File: src/rtl/mem_stage_byte_ram.sv
// RISC-V MEM stage that runs loads/stores one byte per divider step over a
// byte-wide synchronous-read RAM, sharing the port with instruction fetch.
module mem_stage_byte_ram #(
  parameter int STEP_DIV = 2,
  parameter int ADDR_W   = 32
) (
  input  logic              clk,
  input  logic              rst,
  input  logic [3:0]        aluop_EXMEM_i,
  input  logic              wreg_EXMEM_i,
  input  logic [4:0]        waddr_EXMEM_i,
  input  logic [31:0]       alurslt_EXMEM_i,
  input  logic [31:0]       SdataBoffset_EXMEM_i,
  input  logic              if_re_i,
  input  logic [31:0]       if_addr_i,
  output logic              if_grant_o,
  output logic              stall_o,
  output logic [ADDR_W-1:0] addr_RAM_o,
  output logic              wr_RAM_o,
  output logic [7:0]        wdata_RAM_o,
  input  logic [7:0]        rdata_RAM_i,
  output logic              wreg_MEMWB_o,
  output logic [4:0]        waddr_MEMWB_o,
  output logic [31:0]       wdata_MEMWB_o
);

  localparam logic [0:0] S_IDLE   = 1'b0;
  localparam logic [0:0] S_ACCESS = 1'b1;
  localparam int         CW       = (STEP_DIV > 1) ? $clog2(STEP_DIV) : 1;
  localparam logic [CW-1:0] CNT_LAST = CW'(STEP_DIV - 1);
  // With a one-cycle step the read byte arrives a step late, so loads get a trailing step.
  localparam bit EXTRA = (STEP_DIV == 1);

  localparam logic [3:0] OP_LB = 4'd1, OP_LH = 4'd2, OP_LW = 4'd3, OP_LBU = 4'd4,
                         OP_LHU = 4'd5, OP_SB = 4'd6, OP_SH = 4'd7, OP_SW = 4'd8;

  function automatic logic [2:0] op_bytes(input logic [3:0] op);
    case (op)
      OP_LB, OP_LBU, OP_SB: op_bytes = 3'd1;
      OP_LH, OP_LHU, OP_SH: op_bytes = 3'd2;
      OP_LW, OP_SW:         op_bytes = 3'd4;
      default:              op_bytes = 3'd0;
    endcase
  endfunction

  logic [0:0]    state_q, state_d;
  logic [CW-1:0] cnt_q, cnt_d;
  logic [2:0]    idx_q, idx_d;
  logic [3:0]    op_q, op_d;
  logic [31:0]   base_q, base_d, sdata_q, sdata_d, word_q, word_d;
  logic          wreg_q, wreg_d;
  logic [4:0]    waddr_q, waddr_d;
  logic          wreg_mw_q, wreg_mw_d;
  logic [4:0]    waddr_mw_q, waddr_mw_d;
  logic [31:0]   wdata_mw_q, wdata_mw_d;

  logic          start, busy, active, step_end, last, cur_store, samp_en, cur_wreg;
  logic [3:0]    cur_op;
  logic [31:0]   cur_base, cur_sdata, cur_word, word_new, load_val;
  logic [4:0]    cur_waddr;
  logic [CW-1:0] cur_cnt;
  logic [2:0]    cur_idx, n_steps;
  logic [1:0]    lane;

  always_comb begin
    start     = rst && (state_q == S_IDLE) && (op_bytes(aluop_EXMEM_i) != 3'd0);
    busy      = rst && (state_q == S_ACCESS);
    active    = start || busy;
    // In the start cycle the access runs straight off the EX/MEM inputs.
    cur_op    = busy ? op_q    : aluop_EXMEM_i;
    cur_base  = busy ? base_q  : alurslt_EXMEM_i;
    cur_sdata = busy ? sdata_q : SdataBoffset_EXMEM_i;
    cur_wreg  = busy ? wreg_q  : wreg_EXMEM_i;
    cur_waddr = busy ? waddr_q : waddr_EXMEM_i;
    cur_cnt   = busy ? cnt_q   : '0;
    cur_idx   = busy ? idx_q   : 3'd0;
    cur_word  = busy ? word_q  : 32'd0;
    cur_store = (cur_op == OP_SB) || (cur_op == OP_SH) || (cur_op == OP_SW);
    n_steps   = op_bytes(cur_op) + {2'b00, (EXTRA && !cur_store)};
    step_end  = (cur_cnt == CNT_LAST);
    last      = active && step_end && (cur_idx == n_steps - 3'd1);
    stall_o   = active && !last;

    if (EXTRA) begin
      samp_en = step_end && !cur_store && (cur_idx != 3'd0);
      lane    = 2'(cur_idx - 3'd1);
    end else begin
      samp_en = step_end && !cur_store;
      lane    = cur_idx[1:0];
    end
    word_new = cur_word;
    if (samp_en) word_new[{lane, 3'b000} +: 8] = rdata_RAM_i;

    case (cur_op)
      OP_LB:   load_val = {{24{word_new[7]}}, word_new[7:0]};
      OP_LH:   load_val = {{16{word_new[15]}}, word_new[15:0]};
      OP_LBU:  load_val = {24'd0, word_new[7:0]};
      OP_LHU:  load_val = {16'd0, word_new[15:0]};
      default: load_val = word_new;
    endcase

    if_grant_o  = 1'b0;
    addr_RAM_o  = '0;
    wr_RAM_o    = 1'b0;
    wdata_RAM_o = 8'd0;
    if (active) begin
      addr_RAM_o = ADDR_W'(cur_base) + ADDR_W'(cur_idx);
      wr_RAM_o   = cur_store;
      if (cur_store) wdata_RAM_o = cur_sdata[{cur_idx[1:0], 3'b000} +: 8];
    end else if (rst && if_re_i) begin
      addr_RAM_o = ADDR_W'(if_addr_i);
      if_grant_o = 1'b1;
    end
  end

  always_comb begin
    state_d    = state_q;
    cnt_d      = (cnt_q == CNT_LAST) ? '0 : cnt_q + CW'(1);
    idx_d      = idx_q;
    op_d       = op_q;
    base_d     = base_q;
    sdata_d    = sdata_q;
    word_d     = word_q;
    wreg_d     = wreg_q;
    waddr_d    = waddr_q;
    wreg_mw_d  = wreg_mw_q;
    waddr_mw_d = waddr_mw_q;
    wdata_mw_d = wdata_mw_q;
    if (active) begin
      op_d    = cur_op;
      base_d  = cur_base;
      sdata_d = cur_sdata;
      wreg_d  = cur_wreg;
      waddr_d = cur_waddr;
      word_d  = word_new;
      cnt_d   = step_end ? '0 : cur_cnt + CW'(1);
      idx_d   = step_end ? cur_idx + 3'd1 : cur_idx;
      state_d = S_ACCESS;
      if (last) begin
        state_d    = S_IDLE;
        idx_d      = 3'd0;
        word_d     = 32'd0;
        wreg_mw_d  = cur_store ? 1'b0 : cur_wreg;
        waddr_mw_d = cur_waddr;
        wdata_mw_d = cur_store ? 32'd0 : load_val;
      end
    end else begin
      wreg_mw_d  = wreg_EXMEM_i;
      waddr_mw_d = waddr_EXMEM_i;
      wdata_mw_d = alurslt_EXMEM_i;
    end
  end

  always_ff @(posedge clk or negedge rst) begin
    if (!rst) begin
      state_q    <= S_IDLE;
      cnt_q      <= '0;
      idx_q      <= 3'd0;
      op_q       <= 4'd0;
      base_q     <= 32'd0;
      sdata_q    <= 32'd0;
      word_q     <= 32'd0;
      wreg_q     <= 1'b0;
      waddr_q    <= 5'd0;
      wreg_mw_q  <= 1'b0;
      waddr_mw_q <= 5'd0;
      wdata_mw_q <= 32'd0;
    end else begin
      state_q    <= state_d;
      cnt_q      <= cnt_d;
      idx_q      <= idx_d;
      op_q       <= op_d;
      base_q     <= base_d;
      sdata_q    <= sdata_d;
      word_q     <= word_d;
      wreg_q     <= wreg_d;
      waddr_q    <= waddr_d;
      wreg_mw_q  <= wreg_mw_d;
      waddr_mw_q <= waddr_mw_d;
      wdata_mw_q <= wdata_mw_d;
    end
  end

  assign wreg_MEMWB_o  = wreg_mw_q;
  assign waddr_MEMWB_o = waddr_mw_q;
  assign wdata_MEMWB_o = wdata_mw_q;

endmodule

File: config.mk
export PLATFORM = sky130hd
export DESIGN_NAME = mem_stage_byte_ram
export DESIGN_NICKNAME = d
export VERILOG_FILES = /design/src/rtl/mem_stage_byte_ram.sv
export SDC_FILE = /design/constraint.sdc
export NUM_CORES = 1
export LEC_CHECK = 0
export CAP_MARGIN = 20
export CORE_ASPECT_RATIO = 1.75
export CORE_MARGIN = 3
export CORE_UTILIZATION = 32
export CTS_BUF_LIST = sky130_fd_sc_hd__clkbuf_4 sky130_fd_sc_hd__clkbuf_8 sky130_fd_sc_hd__clkbuf_16
export DETAILED_ROUTE_END_ITERATION = 16
export GPL_ROUTABILITY_DRIVEN = 0
export GPL_TIMING_DRIVEN = 0
export HOLD_SLACK_MARGIN = 0.05
export PLACE_DENSITY = 0.54
export SETUP_SLACK_MARGIN = 0.5
export SYNTH_ARGS = -nofsm -noshare
export SYNTH_HDL_FRONTEND = slang
export SYNTH_SLANG_ARGS = --single-unit
File: constraint.sdc
create_clock -name clk -period 8.86 [get_ports clk]
set_input_delay 1.329 -clock clk [delete_from_list [all_inputs] [get_ports clk]]
set_output_delay 1.329 -clock clk [all_outputs]
set_load 0.005 [all_outputs]
==> impl_metrics.toml, run 1 <==
[drt]
drc = 0
vias = 8143
ant_nets = 0
detail_route.wl_per_cell_um = 22.6
m1WireLength_mm = 12.9
met3_length_mm = 1.68
wl_mm = 34.4
dr.pass1.iters = 5
maxUsedRoutingLayer = "met4"
wl_met2_mm = 18.3
drt_iter0_markers = 428
viasPerCell = 5.35

[placement]
portBuffers = 197
dpl_cell_area_um2 = 11300
place.detailed.hpwl_mm = 26.5
dp.cells = 1489

[cells_and_area]
drive_above_1_share_pct = 12.9
syn2layout_area_growth_pct = 35.2
finalNonFillerCells = 1522
final_cell_area_um2 = 11900
nNetsFinal = 1271

[floorplan]
ios = 198
core_um2 = 26900
num_rows = 79
die_area_um2 = 29600
chipWidth_um = 131
initial_core_util_pct = 32.7
dieHeight_um = 225

[worst_setup_path]
cp_cell_sequence = "buf_8 -> and2_1 -> buf_2 -> buf_2 -> clkbuf_2 -> clkbuf_2 -> clkbuf_1 -> nand2_1 -> nand2_1 -> ha_1 -> fa_1 -> a21oi_1 -> a221oi_2 -> nand3_2 -> nor3b_2 -> nand4_1 -> xnor2_1 -> o21ai_0 -> clkdlybuf4s50_1"
rrSetupSlack_ps = 4090
crit_type = "in -> out"
worst_path_max_delay_cell = "clkdlybuf4s50_1"
worstSetupEndpoint = "addr_RAM_o[28]"
cpPeakStageDelay_ps = 560
arrival_ps = 6730
cp-startpoint = "rst"
timing.rr.start = "state_q"
reg2regPathDepth = 16
cp-end-kind = "primary output"
r2r_end = "wdata_MEMWB_o[19]"
crit_fanout = 47
required_ps = 7530
crit_path_start_kind = "input pin"

[clocking]
cts_resized = 2
clockBufferDepth = 2
insertion_delay_ps = 440
post_cts_buffers = 0
tritoncts_num_sinks = 149
path_clk_slew_ps = 60
cts_buffers = 17
cts_tree = "done"
h-tree-depth = 4
clockRootBuffer = "clkbuf_16"
cts_hold_buffers = 0

[timing]
max_freq_mhz = 124
rsz0062_at_grt = "false"
slew_headroom_pct = 35.5
final-max-slew-violation-count = 0
setup_viol = 0
period_share_pct = 91.0
clock_skew_ps = 15.6
tightest_slew_ps = 968
finalCriticalPeriod_ps = 8060
finalHoldViolations = 0

[outcome]
status = "finished, final reports clean"

[logic_synthesis]
synth.distinct_cells = 73
synth_area_per_cell_um2 = 9.49
synth_enable_flop_cells = 0
synth-seq-cells = 149
synth_ff_type = "dfrtp_1"
synthesis.nets = 1054
synth_top_area_share_pct = 42.4
syn-cell-area_um2 = 8800
yosys_warnings = 0
synthArstFlopShare_pct = 100
synth_cells = 927
synth.area.top_cells = "dfrtp_1 42%, nand2_1 8.7%, mux2_2 7.6%"
seq_area_frac_synth_pct = 42.4
yosysTopAreaCell = "dfrtp_1"

[worst_hold_path]
hold_path_class = "reg -> reg"
min_path_cells = 2

[pwr]
leakagePower_uw = 0.00490
power.density_nw_per_um2 = 186
ir_drop_mv = 0.138

[global_route]
grt_pass1_vias = 8483
grt_overflow = 0
antenna_found_initial = 1
track_usage_pct = 23.0
grt_max_degree = 108
grt_pass1_wl_mm = 52.0

[job]
cap_violations = 0
-- state kept, by name, summed over array words and instances (netlist names) --
register,count
word_q,32
wdata_MEMWB_o,32
waddr_q,5
wreg_MEMWB_o,1
cnt_q,1
waddr_MEMWB_o,5
state_q,1
sdata_q,32
op_q,4
wreg_q,1
idx_q,3
base_q,32
-- metrics by stage --
stage                     total power (µW)  setup TNS (ps)  hold slack, ps  utilization [%]  setup slack (ps)
final                                 2220               0             476             44.3               797
after global placement                1430         -533250             457             41.8             -5560
after global routing                  2320               0             503             44.3               513
after CTS                             2230               0             479             44.2               629
after detailed placement              1440               0             464             41.9               346
after floorplan                       1150               0             442                -              3010
-- layout by cell type, fill, tap and decap left out, types with 7 or more instances in the layout --
cell             netlist  final
mux2_2                59     59
o21ai_0               91     91
a22o_1                19     19
clkdlybuf4s50_1        0    196
xor2_1                11     11
clkbuf_1              42     40
inv_1                  8      8
mux4_2                 8      8
clkbuf_16              0     17
xnor2_1               20     20
and3_1                28     28
a31oi_1               16     16
a221o_1               30     30
nand2_1              205    205
nor3_1                20     20
nor2_1                21     21
buf_2                  8      9
and2_1                12     12
buf_4                  7      7
mux2i_1               26     26
a21oi_1               15     15
nand3_1               20     20
a22oi_1                7      7
ha_1                   9      9
nand4_1               14     14
dfrtp_1              149    149
-- synth_stat cells, types with 11 or more instances --
| master | instances |
|---|---|
| nand2_1 | 205 |
| dfrtp_1 | 149 |
| o21ai_0 | 91 |
| mux2_2 | 59 |
| clkbuf_1 | 42 |
| a221o_1 | 30 |
| and3_1 | 28 |
| mux2i_1 | 26 |
| nor2_1 | 21 |
| nand3_1 | 20 |
| nor3_1 | 20 |
| xnor2_1 | 20 |
| a22o_1 | 19 |
| a31oi_1 | 16 |
| a21oi_1 | 15 |
| nand4_1 | 14 |
| and2_1 | 12 |
| xor2_1 | 11 |
-- cell type report --
cell class                 instances  area [µm²]
tap                              364         455
clock inverter                     7         118
sequential                       149        3730
multi-input combinational        706        4740
fill                            2778       15000
buffer                            63         299
timing repair buffer             198        2000
antenna                            1        2.50
inverter                           9        33.8
clock buffer                      25         517
-- metal layers --
| layer | track usage [%] | up-vias |
|---|---|---|
| met5 | 0 | - |
| met1 | 24.9 | 4014 |
| li1 | - | 3797 |
| met2 | 42.7 | 269 |
| met3 | 4.71 | 63 |
| met4 | 11.2 | 0 |
-- cell families (layout without fill, tap and decap cells) --
group | count (synthesis) | in the layout | share of synthesized area, %
simple gates | 353 | 353 | 19.2
fa+ha+maj | 10 | 10 | 1.51
flops | 149 | 149 | 42.4
mux | 97 | 97 | 13.2
compound gates | 215 | 215 | 17.0
xor+xnor | 31 | 31 | 3.09
other cells | 0 | 1 | 0
buf+inv | 72 | 302 | 3.74
-- power by group --
group          total [µW]  switching [µW]  internal (µW)  leakage [µW]
Clock                 789             299            490      0.000306
Combinational         578             296            282       0.00274
Sequential            850            66.0            784       0.00185
-- critical path, delay by kind of cell --
kind,cells,cell delay [ps]
adder cells (fa/ha/maj),2,420
buffers and inverters,7,2570
XOR/XNOR,1,190
AND/OR/NAND/NOR,6,1450
AO/OA/AOI/OAI,3,730
-- worst min-delay path by stage --
stage                     startpoint         end  slack, ps
after floorplan           base_q[22]  base_q[22]        440
after global placement    base_q[15]  base_q[15]        460
after detailed placement  base_q[22]  base_q[22]        460
after CTS                 base_q[22]  base_q[22]        480
after global routing      word_q[27]  word_q[27]        500
final                     word_q[18]  word_q[18]        480
Power figures use the tool's default switching activity.
==> run 2: changes to the inputs <==
--- a/config.mk
+++ b/config.mk
@@ -6,7 +6,7 @@
 export NUM_CORES = 1
 export LEC_CHECK = 0
 export CAP_MARGIN = 20
-export CORE_ASPECT_RATIO = 1.75
+export CORE_ASPECT_RATIO = 0.5
 export CORE_MARGIN = 3
 export CORE_UTILIZATION = 32
 export CTS_BUF_LIST = sky130_fd_sc_hd__clkbuf_4 sky130_fd_sc_hd__clkbuf_8 sky130_fd_sc_hd__clkbuf_16
==> impl_metrics.toml, run 2 (same netlist as run 1, synthesis figures left out) <==
[timing]
rsz0062_at_grt = "false"
max_freq_mhz = 126
tightest_slew_ps = 1110
finalCriticalPeriod_ps = 7930
final-max-slew-violation-count = 0
finalHoldViolations = 0
clock_skew_ps = 11.5
slew_headroom_pct = 25.1
setup_viol = 0
period_share_pct = 89.5

[outcome]
status = "finished, final reports clean"

[floorplan]
num_rows = 42
initial_core_util_pct = 32.9
ios = 198
die_area_um2 = 29600
chipWidth_um = 241
dieHeight_um = 123
core_um2 = 26700

[cells_and_area]
finalNonFillerCells = 1511
syn2layout_area_growth_pct = 34.8
nNetsFinal = 1274
diodes = 0
drive_above_1_share_pct = 13.1
final_cell_mix = "205 x nand2_1, 196 x clkdlybuf4s50_1, 149 x dfrtp_1"
final_common_cell = "nand2_1"

[drt]
drt_iter0_markers = 757
wl_mm = 33.7
drc = 0
ant_nets = 0
detail_route.wl_per_cell_um = 22.3
vias = 8332
viasPerCell = 5.51
dr.pass1.iters = 5

[global_route]
grt_overflow = 0
antenna_found_initial = 0
grt_max_degree = 118
track_usage_pct = 22.8
grt_pass1_wl_mm = 50.6
grt_pass1_vias = 8298

[pwr]
p_total_uw = 2150
leakagePower_uw = 0.00490
ir_drop_mv = 0.114
power.density_nw_per_um2 = 182

[placement]
dp.cells = 1477
place.detailed.hpwl_mm = 24.8
portBuffers = 197

[worst_setup_path]
cp_cell_sequence = "buf_8 -> buf_16 -> and2_1 -> buf_2 -> buf_2 -> clkbuf_2 -> clkbuf_2 -> buf_2 -> nand2_1 -> inv_1 -> fa_1 -> a21oi_1 -> a221oi_2 -> nand3_2 -> nor3b_4 -> buf_4 -> nand4b_1 -> xnor2_1 -> o21ai_0 -> clkdlybuf4s50_1"
cp_common_cell = "buf_2"
path_buf_inv = 10
reg2regPathDepth = 16
crit_type = "in -> out"
required_ps = 7530
rrSetupSlack_ps = 4160
crit_path_start_kind = "input pin"
worst_path_max_delay_cell = "clkdlybuf4s50_1"
r2r_end = "wdata_MEMWB_o[23]"
cpPeakStageDelay_ps = 530
critical-path-top-delay-family = "buffers and inverters"
timing.rr.start = "state_q"
crit_fanout = 59
arrival_ps = 6600
cp-end-kind = "primary output"

[clocking]
clockRootBuffer = "clkbuf_16"
cts_buffers = 17
cts_hold_buffers = 0
cts_tree = "done"
tritoncts_num_sinks = 149
path_clk_slew_ps = 60
insertion_delay_ps = 450
clockBufferDepth = 2
h-tree-depth = 4

[job]
cap_violations = 0

[worst_hold_path]
hold_path_class = "reg -> reg"
min_path_cells = 2
hp-start = "base_q[15]"
hold_path_end = "base_q[15]"
run 2: cell count changes in the layout (fill, tap and decap cells not counted), sizes merged:
cell      delta
bufinv       -2
diode        -1
buf          +2
clkbuf       -4
clkinv       +6
inv          +1
clkinvlp     -1
run 2: worst max path at each step:
stage                           to  cells after the start  from
floorplan           addr_RAM_o[30]                     17   rst
global placement    addr_RAM_o[30]                     18   rst
detailed placement  addr_RAM_o[26]                     19   rst
CTS                 addr_RAM_o[26]                     20   rst
global route        addr_RAM_o[26]                     20   rst
finish              addr_RAM_o[26]                     20   rst
run 2: worst min-delay path, stage by stage, from the launching register on:
cell and delay (ps):
dfrtp_1 340, nand2_1 50, nand2_1 60
run 2: layout make-up:
class / instances / area [µm²]
plain buffers: 63 / 300
clock buffers: 20 / 460
clock inverters: 11 / 104
fillers: 2555 / 14900
inverters: 9 / 33.8
multi-input cells: 706 / 4750
flip-flops and latches: 149 / 3730
well taps: 352 / 440
repair buffers: 201 / 2040
run 2: repair_timing:
item / CTS / global route
pin swaps: 0 / 1
hold endpoints to repair: 0 / 0
setup buffers: 0 / 1
setup endpoints to repair: 18 / 11
resized for setup: 4 / 2
cloned: 0 / 1
run 2: where the power goes:
group | leakage [µW] | switching (µW) | internal, µW
registers | 0.00185 | 66.2 | 783
clock network | 0.000276 | 317 | 403
logic | 0.00278 | 300 | 283
run 2: through the flow:
stage                     utilization [%]  TNS [ps]  area, µm²  hold slack, ps  worst slack, ps
after floorplan                         -         0       8800             442             3010
after global placement               41.9   -493120      11200             459            -5320
after detailed placement             42.0      -498      11200             467            -98.0
after CTS                            44.2         0      11800             482              511
after global routing                 44.3         0      11900             502              552
final                                44.3         0      11900             480              934
run 2: routing by layer:
metal | global-route usage [%] | up-vias | wire (µm)
met5 | 0 | - | 0
li1 | - | 3815 | -
met4 | 6.22 | 0 | 573
met2 | 36.5 | 314 | 15600
met1 | 30.7 | 4165 | 15200
met3 | 6.24 | 38 | 2360
==> run 3: changes to the inputs <==
--- a/config.mk
+++ b/config.mk
@@ -5,7 +5,7 @@
 export SDC_FILE = /design/constraint.sdc
 export NUM_CORES = 1
 export LEC_CHECK = 0
-export CAP_MARGIN = 20
+export CAP_MARGIN = 15
 export CORE_ASPECT_RATIO = 0.5
 export CORE_MARGIN = 3
 export CORE_UTILIZATION = 32
==> results of run 3 <==
The final DEF is identical to that of run 2; final timing and power are the same.
